### src/rtl/mux_sel_arbiter.sv
// Two-requester round-robin arbiter driving a 2:1 mux select; grants are HOLD cycles max, with a one-cycle settle gap on every select change.
// Grant is 1 cycle after request on the current side, 2 cycles on the other side; `ifdef MUX_ARB_LOCK_EN adds LOCK to extend a grant past HOLD.
module mux_sel_arbiter #(
    parameter int HOLD = 4
) (
    input  logic CLK,
    input  logic RST,
    input  logic REQ0,
    input  logic REQ1,
`ifdef MUX_ARB_LOCK_EN
    input  logic LOCK,
`endif
    output logic S,
    output logic GNT0,
    output logic GNT1,
    output logic VALID
);

    typedef enum logic [1:0] {
        ST_IDLE   = 2'd0,
        ST_SWITCH = 2'd1,
        ST_GRANT  = 2'd2
    } state_t;

    localparam logic [7:0] HOLD_M1 = 8'(HOLD - 1);

    state_t     r_state;
    logic       r_s;
    logic       r_gnt0;
    logic       r_gnt1;
    logic       r_last;
    logic [7:0] r_cnt;
    logic       r_next;

    state_t     w_state_nxt;
    logic       w_s_nxt;
    logic       w_gnt0_nxt;
    logic       w_gnt1_nxt;
    logic       w_last_nxt;
    logic [7:0] w_cnt_nxt;
    logic       w_next_nxt;

    logic [1:0] w_pick_idle;
    logic [1:0] w_pick_rel;
    logic       w_req_g;
    logic       w_lock;
    logic       w_end;

    // Returns {choice_valid, choice_index}; ties go to the side not served last.
    function automatic logic [1:0] f_pick(input logic r0, input logic r1, input logic last);
        logic [1:0] p;
        p = 2'b00;
        if (r0 && r1)
            p = {1'b1, ~last};
        else if (r0)
            p = 2'b10;
        else if (r1)
            p = 2'b11;
        return p;
    endfunction

`ifdef MUX_ARB_LOCK_EN
    assign w_lock = LOCK;
`else
    assign w_lock = 1'b0;
`endif

    assign w_pick_idle = f_pick(REQ0, REQ1, r_last);
    // Re-selection at grant end sees LAST already updated to the granted side.
    assign w_pick_rel  = f_pick(REQ0, REQ1, r_next);
    assign w_req_g     = r_next ? REQ1 : REQ0;
    assign w_end       = !w_req_g || ((r_cnt == 8'd0) && !w_lock);

    always_comb begin
        w_state_nxt = r_state;
        w_s_nxt     = r_s;
        w_gnt0_nxt  = r_gnt0;
        w_gnt1_nxt  = r_gnt1;
        w_last_nxt  = r_last;
        w_cnt_nxt   = r_cnt;
        w_next_nxt  = r_next;
        case (r_state)
            ST_IDLE: begin
                if (w_pick_idle[1]) begin
                    w_next_nxt = w_pick_idle[0];
                    if (w_pick_idle[0] == r_s) begin
                        w_state_nxt = ST_GRANT;
                        w_cnt_nxt   = HOLD_M1;
                        w_gnt0_nxt  = !w_pick_idle[0];
                        w_gnt1_nxt  = w_pick_idle[0];
                    end else begin
                        w_state_nxt = ST_SWITCH;
                        w_s_nxt     = w_pick_idle[0];
                    end
                end
            end
            ST_SWITCH: begin
                w_state_nxt = ST_GRANT;
                w_cnt_nxt   = HOLD_M1;
                w_gnt0_nxt  = !r_next;
                w_gnt1_nxt  = r_next;
            end
            ST_GRANT: begin
                if (w_end) begin
                    w_last_nxt = r_next;
                    if (!w_pick_rel[1]) begin
                        w_state_nxt = ST_IDLE;
                        w_gnt0_nxt  = 1'b0;
                        w_gnt1_nxt  = 1'b0;
                    end else if (w_pick_rel[0] != r_next) begin
                        w_state_nxt = ST_SWITCH;
                        w_s_nxt     = w_pick_rel[0];
                        w_next_nxt  = w_pick_rel[0];
                        w_gnt0_nxt  = 1'b0;
                        w_gnt1_nxt  = 1'b0;
                    end else begin
                        w_cnt_nxt = HOLD_M1;
                    end
                end else if (r_cnt != 8'd0) begin
                    // A locked grant parks the counter at zero.
                    w_cnt_nxt = r_cnt - 8'd1;
                end
            end
            default: begin
                w_state_nxt = ST_IDLE;
                w_gnt0_nxt  = 1'b0;
                w_gnt1_nxt  = 1'b0;
            end
        endcase
    end

    always_ff @(posedge CLK) begin
        if (RST) begin
            r_state <= ST_IDLE;
            r_s     <= 1'b0;
            r_gnt0  <= 1'b0;
            r_gnt1  <= 1'b0;
            r_last  <= 1'b1;
            r_cnt   <= 8'd0;
            r_next  <= 1'b0;
        end else begin
            r_state <= w_state_nxt;
            r_s     <= w_s_nxt;
            r_gnt0  <= w_gnt0_nxt;
            r_gnt1  <= w_gnt1_nxt;
            r_last  <= w_last_nxt;
            r_cnt   <= w_cnt_nxt;
            r_next  <= w_next_nxt;
        end
    end

    assign S     = r_s;
    assign GNT0  = r_gnt0;
    assign GNT1  = r_gnt1;
    assign VALID = r_gnt0 | r_gnt1;

    a_gnt_mutex: assert property (@(posedge CLK) !(GNT0 && GNT1));

endmodule

### config.mk
export PLATFORM = sky130hd
export DESIGN_NAME = mux_sel_arbiter
export DESIGN_NICKNAME = d
export VERILOG_FILES = /design/src/rtl/mux_sel_arbiter.sv
export SDC_FILE = /design/constraint.sdc
export NUM_CORES = 1
export LEC_CHECK = 0
export BUFFER_PORTS_ARGS = -buffer_cell sky130_fd_sc_hd__buf_4
export CAP_MARGIN = 20
export CORE_MARGIN = 2
export CORE_UTILIZATION = 30
export CTS_CLUSTER_SIZE = 16
export DETAILED_ROUTE_END_ITERATION = 10
export PLACE_DENSITY_LB_ADDON = 0.2
export SYNTH_ARGS = -nofsm -noshare
export SYNTH_HDL_FRONTEND = slang
export SYNTH_SLANG_ARGS = --single-unit
### constraint.sdc
create_clock -name CLK -period 2.6 [get_ports CLK]
set_input_delay 0.52 -clock CLK [delete_from_list [all_inputs] [get_ports CLK]]
set_output_delay 0.52 -clock CLK [all_outputs]
set_load 0.02 [all_outputs]
==> flow_metrics.tcl, run 1 <==
set metrics [dict create \
    status "finished clean" \
    path_cells "inv_1, ha_1, nor4b_4, a211oi_4, nor2_1, nand2_2, mux2_1" \
    worst_ep_required_time_ns 2.79 \
    core_area_um2 3363 \
    clkLatencyLatePin_ns 0.30 \
    synth_compound_area_share_pct 29.17 \
    worst_slew_pin_slew_ns 0.5777 \
    startpoint "r_cnt[0]" \
    r2r-start "r_cnt[0]" \
    avgSynthCellArea_um2 8.983 \
    swShare_pct 43.38 \
    period_share_pct 79.73 \
    regArea_um2 300.3 \
    power_switching_mw 0.4113 \
    async_reset_ff_share_pct 0 \
    synth_area_leaders "dfxtp_1, a311oi_2, nand2_1, a31oi_1, a21oi_1" \
    drt-vias-per-instance 5.355 \
    cts.reportedPaths.clkPinSlew_ns 0.10 \
    path_buf_inv 1 \
    syn_inst 117 \
    drt-initial-drc-count 47 \
    path_class "register to register" \
    hold_class "register to register" \
    final_hold_viol_count 0 \
    die_x_um 63.19 \
    intPower_mw 0.5368 \
    relSlewSlack_pct 61.13 \
    io_pins 8 \
    synth_mux_area_share_pct 5.000 \
    clockBufferDepth 2 \
    place_area_um2 1134 \
    synth_edf_count 0 \
    synth_top_area_share_pct 28.57 \
    grt_pass1_wl_um 3974 \
    fin_util_pct 34.52 \
    synth_top_family_by_area "compound AO/OA/AOI/OAI gates" \
    drive_gt1_share_pct 26.02 \
    max_freq_mhz 482.4 \
    finClkSkew_ns 0.01362 \
    setup_tns_ns 0 \
    grt_util_all_layers_pct 12.33 \
    die_h_um 63.19 \
    finalWorstSetupSlack_ns 0.5270 \
    cts-root-buf "clkbuf_4" \
    worstSetupStartpointType "register" \
    yosys.area.top_type "dfxtp_1" \
    post-cts-setup-buffer-count 0 \
    ys_seq_area_share_pct 28.57 \
    drc 0 \
    end_kind "register" \
    ys_top_cells_by_count "dfxtp_1, nand2_1, nor2_1" \
    ys_seq_elements 15 \
    cellLeakagePower_nw 0.3940 \
    gp_congestion 0.7734 \
    cpPeakStageDelay_ns 0.56 \
    combPwrFrac_pct 49.7 \
    antenna_left 0 \
    place_inst 165 \
    pwr_density_cell_nw_per_um2 816.5 \
    start_util_pct 31.25 \
    min_from "GNT0" \
    firstDrtPassIters 4 \
    yosysWarnings 0 \
    n_antenna_cell 0 \
    crit_path_top_delay_cell "a211oi_4" \
    vias 905 \
    nNetsFinal 130 \
    netlist_area_um2 1051 \
    period_minus_slack_ns 2.073 \
    routedWlPerCell_um 13.53 \
    synthAdderAreaFrac_pct 2.381 \
    p_total_mw 0.9481 \
    fillerInstances 380 \
    slew_violations 0 \
    rsz0062_at_grt "false" \
    holdWs_ns 0.4967 \
    cts_tree "done" \
    p_clk_share_pct 14.6 \
    ctsHtreeMaxLevel 1 \
    cts_buffers 3 \
    peakVddDrop_uv 338.4 \
    antenna_found_initial 0 \
    yosysMostFrequentCell "dfxtp_1" \
    clock-sinks 15 \
    synthXorXnorAreaFrac_pct 0.8333 \
    critPathTopFamily "compound AO/OA/AOI/OAI gates" \
    maxCapViolCount 0 \
    stdcell_count 169 \
    finalInstanceArea_um2 1161 \
    worstPathMaxFanout 13 \
    drt-total-wl_um 2286 \
    ys_types 47 \
    place_ws_ns 0.5024 \
    crit_arrival_ns 2.27 \
    gr-total-overflow 0 \
    syn_nets 123 \
    multiInputGateArea_um2 689.4 \
    hold_buffers 0 \
    dieArea_um2 3993 \
    numPortBuffers 7 \
    grt_pass1_vias 934 \
    synthSimpleGateAreaFrac_pct 28.21 \
    areaGrowthSynthToFinish_pct 10.48 \
    dp_hpwl_um 1663 \
    rows 21 \
    cts_resized 0 \
    grt_max_degree 17 \
    ys.flop_type "dfxtp_1" \
    seqPwrFrac_pct 35.8 \
    setup_violations 0 \
]
## placed cells by master, fill, tap and decap left out, types with 3 or more instances in the layout
master / netlist / layout
nor3_1: 4 / 4
clkbuf_4: 0 / 3
a311oi_2: 3 / 3
mux2i_1: 3 / 3
dfxtp_1: 15 / 15
nand2b_1: 4 / 4
buf_4: 2 / 9
a21oi_1: 6 / 6
o21ai_1: 3 / 3
nand2_1: 12 / 12
a31oi_1: 5 / 5
inv_1: 5 / 5
nor2_1: 8 / 8
o41ai_1: 3 / 3
## tightest hold or removal path: stages, from the launching register on
cell	delay (ns)
dfxtp_1	0.33
nand2_1	0.06
mux2i_1	0.06
## sequential cells by signal (all words and copies together), names as in the netlist
name     flops
S            1
GNT1         1
r_cnt        8
r_state      2
GNT0         1
r_last       1
r_next       1
## final cells by class
cell class	count	area share, %
clock buffer	3	1.940
clock inverter	1	0.4310
inverter	5	1.616
multi-input combinational	90	59.38
sequential	15	25.86
tap	46	4.957
timing repair buffer	9	5.819
## kinds of logic (layout without fill, tap and decap cells)
group | count (synthesis) | after routing
simple gates | 48 | 48
xor+xnor | 1 | 1
buf+inv | 12 | 18
compound gates | 34 | 34
mux | 5 | 5
flops | 15 | 15
fa+ha+maj | 2 | 2
## metal layers
layer,routed length (um),track usage [%],part of all wire (%)
met1,1068,13.20,47
met2,1120,22.47,49
met3,63,3.750,2.8
met4,34,4.891,1.5
met5,0,0,0
## power by group through the flow
stage                     Combinational (mW)  Sequential [mW]  Clock (mW)
after CTS                              0.476            0.339       0.148
final                                  0.471            0.339       0.138
after global placement                 0.469            0.342           0
after global routing                   0.521            0.349       0.156
after detailed placement               0.473            0.345           0
after floorplan                        0.377            0.331           0
## worst paths after layout
path,end,slack (ns),cells past startpoint
min reg2reg,GNT0,0.50,2
max reg2reg,GNT1,0.53,7
min,GNT0,0.50,2
max,GNT1,0.53,7
Note: power is estimated with default switching activity, not from simulation.
==> run 2, diff against run 1 <==
--- a/config.mk
+++ b/config.mk
@@ -5,6 +5,7 @@
 export SDC_FILE = /design/constraint.sdc
 export NUM_CORES = 1
 export LEC_CHECK = 0
+export ABC_AREA = 1
 export BUFFER_PORTS_ARGS = -buffer_cell sky130_fd_sc_hd__buf_4
 export CAP_MARGIN = 20
 export CORE_MARGIN = 2
==> constraint.sdc (replaced) <==
create_clock -name CLK -period 1.8 [get_ports CLK]
set_input_delay 0.36 -clock CLK [delete_from_list [all_inputs] [get_ports CLK]]
set_output_delay 0.36 -clock CLK [all_outputs]
set_load 0.02 [all_outputs]
==> run 2 against run 1 <==
Compared with the run above:
- combinational power increased by 54%
- worst setup slack got worse by 0.16 ns
- power increased by 47%
- largest power group unchanged
==> flow_metrics.tcl, run 2 <==
set metrics [dict create \
    status "finished clean" \
    worstPathMaxFanout 3 \
    relSlewSlack_pct 78.95 \
    setup_violations 0 \
    top_register "r_cnt" \
    rsz0062_at_grt "false" \
    antenna_found_initial 0 \
    r2r-end "r_cnt[6]" \
    yosysMostFrequentCell "nand2_1" \
    gp_congestion 0.8520 \
    min_from "RST" \
    end_kind "output port" \
    firstDrtPassIters 4 \
    routedWlPerCell_um 10.35 \
    finClkSkew_ns 0.006758 \
    ctsHtreeMaxLevel 1 \
    n_antenna_cell 0 \
    grt_max_degree 11 \
    synth_edf_count 0 \
    drt-initial-drc-count 48 \
    min_delay_worst_endpoint "r_next" \
    swShare_pct 46.12 \
    final_cell_mix "nand2_1, inv_1, nor2_1, dfxtp_1, nand3_1" \
    pwr_density_cell_nw_per_um2 1283 \
    synth_area_leaders "dfxtp_1, nand2_1, inv_1, nor2_1, nand3_1" \
    largest_reg_flops 8 \
    ys.flop_type "dfxtp_1" \
    ys_top_cells_by_count "nand2_1, inv_1, nor2_1" \
    rows 20 \
    synthAdderAreaFrac_pct 2.625 \
    peakVddDrop_uv 513.0 \
    power_switching_mw 0.6413 \
    async_reset_ff_share_pct 0 \
    cts_tree "done" \
    reg2reg_depth 10 \
    synthSimpleGateAreaFrac_pct 43.31 \
    io_pins 8 \
    combPwrFrac_pct 52.1 \
    ys_seq_area_share_pct 31.50 \
    hold_buffers 0 \
    max_freq_mhz 699.1 \
    antenna_left 0 \
    syn_inst 150 \
    ys_seq_elements 15 \
    synth_top_family_by_area "simple AND/OR/NAND/NOR gates" \
    syn_nets 156 \
    dp_hpwl_um 1653 \
    p_total_mw 1.391 \
    cts.reportedPaths.clkPinSlew_ns 0.10 \
    die_x_um 60.38 \
    final_hold_viol_count 0 \
    gr-total-overflow 0 \
    netlist_area_um2 953.4 \
    period_minus_slack_ns 1.430 \
    drive_gt1_share_pct 16.88 \
    clkLatencyLatePin_ns 0.29 \
    die_h_um 60.38 \
    drt-total-wl_um 2111 \
    dieArea_um2 3645 \
    core_area_um2 3028 \
    synth_mux_area_share_pct 0 \
    period_share_pct 79.47 \
    rrSetupSlack_ns 0.41 \
    ys_types 22 \
    avgSynthCellArea_um2 6.356 \
    grt_util_all_layers_pct 13.94 \
    holdWs_ns 0.3103 \
    post-cts-setup-buffer-count 0 \
    r2r-start "r_cnt[0]" \
    worstSetupStartpointType "register" \
    seqPwrFrac_pct 33.3 \
    grt_pass1_vias 878 \
    clockBufferDepth 2 \
    layout_commonest_cell "nand2_1" \
    synthXorXnorAreaFrac_pct 0.9186 \
    crit_arrival_ns 1.07 \
    drt-vias-per-instance 4.588 \
    cellLeakagePower_nw 0.5265 \
    synth_top_area_share_pct 31.50 \
    synth_compound_area_share_pct 11.81 \
    vias 936 \
    p_clk_share_pct 14.6 \
    drc 0 \
    cts_resized 0 \
    setup_tns_ns 0 \
    maxCapViolCount 0 \
    worst_ep_required_time_ns 1.44 \
    yosys.area.top_type "dfxtp_1" \
    fillerInstances 345 \
    numPortBuffers 7 \
    cts_buffers 3 \
    yosysWarnings 0 \
    clock-sinks 15 \
    nNetsFinal 167 \
    areaGrowthSynthToFinish_pct 13.65 \
    cts-root-buf "clkbuf_4" \
    start_util_pct 31.49 \
    hold_class "primary input to register" \
    slew_violations 0 \
    whs_path_depth 2 \
    grt_pass1_wl_um 3732 \
    worst_slew_pin_slew_ns 0.3125 \
    intPower_mw 0.7493 \
    path_class "register to output port" \
    reg_top3 "r_cnt x8, r_state x2" \
]
==> run 2: worst max-delay path by stage <==
stage | slack (ns) | startpoint | depth (start not counted) | end
floorplan | 0.56 | r_cnt[0] | 10 | r_cnt[2]
global route | 0.22 | r_cnt[0] | 10 | r_cnt[6]
finish | 0.37 | GNT1 | 2 | VALID
CTS | 0.35 | GNT1 | 2 | VALID
detailed placement | 0.41 | r_cnt[0] | 10 | r_cnt[5]
global placement | 0.44 | r_cnt[0] | 10 | r_cnt[2]
==> run 2: cell type report <==
| class | count | area, um2 | share of cell area [%] |
|---|---|---|---|
| tap | 44 | 55.05 | 5.081 |
| timing repair buffer | 7 | 52.55 | 4.850 |
| inverter | 24 | 90.09 | 8.314 |
| multi-input combinational | 110 | 559.3 | 51.62 |
| clock buffer | 4 | 26.28 | 2.425 |
| sequential | 15 | 300.3 | 27.71 |
==> run 2: cells by family after synthesis <==
kind of cell / count (synthesis)
flip-flops: 15
adder cells (fa/ha/maj): 2
AND/OR/NAND/NOR: 87
XOR/XNOR: 1
buffers and inverters: 25
AO/OA/AOI/OAI: 20
==> run 2: metrics by stage <==
stage	cells	worst slack, ns	cell area (um2)	util, %
global route	204	0.2215	1084	35.79
global placement	200	0.4416	1057	34.92
floorplan	150	0.5572	953.4	-
CTS	204	0.3535	1084	35.79
finish	204	0.3696	1084	35.79
detailed placement	200	0.4090	1057	34.92
==> run 2: routing by layer <==
metal	wire (um)	global-route usage (%)	vias up	part of all wire (%)
li1	-	-	493	-
met1	1039	17.06	424	49
met2	986	23.60	15	47
met3	61	3.838	4	2.9
met4	24	4.762	0	1.1
met5	0	0	-	0
==> run 2: power by group through the flow <==
stage          logic (mW)  registers, mW  clock network (mW)
4_1_cts             0.733          0.464               0.213
6_report            0.725          0.463               0.203
5_1_grt             0.835          0.472               0.223
2_1_floorplan       0.521          0.491                   0
3_3_place_gp        0.716          0.471                   0
3_5_place_dp        0.730          0.472                   0
==> run 2: critical path, cell delays in order (launching register included) <==
cell     delay [ns]
dfxtp_1        0.33
or2_2          0.29
buf_4          0.16
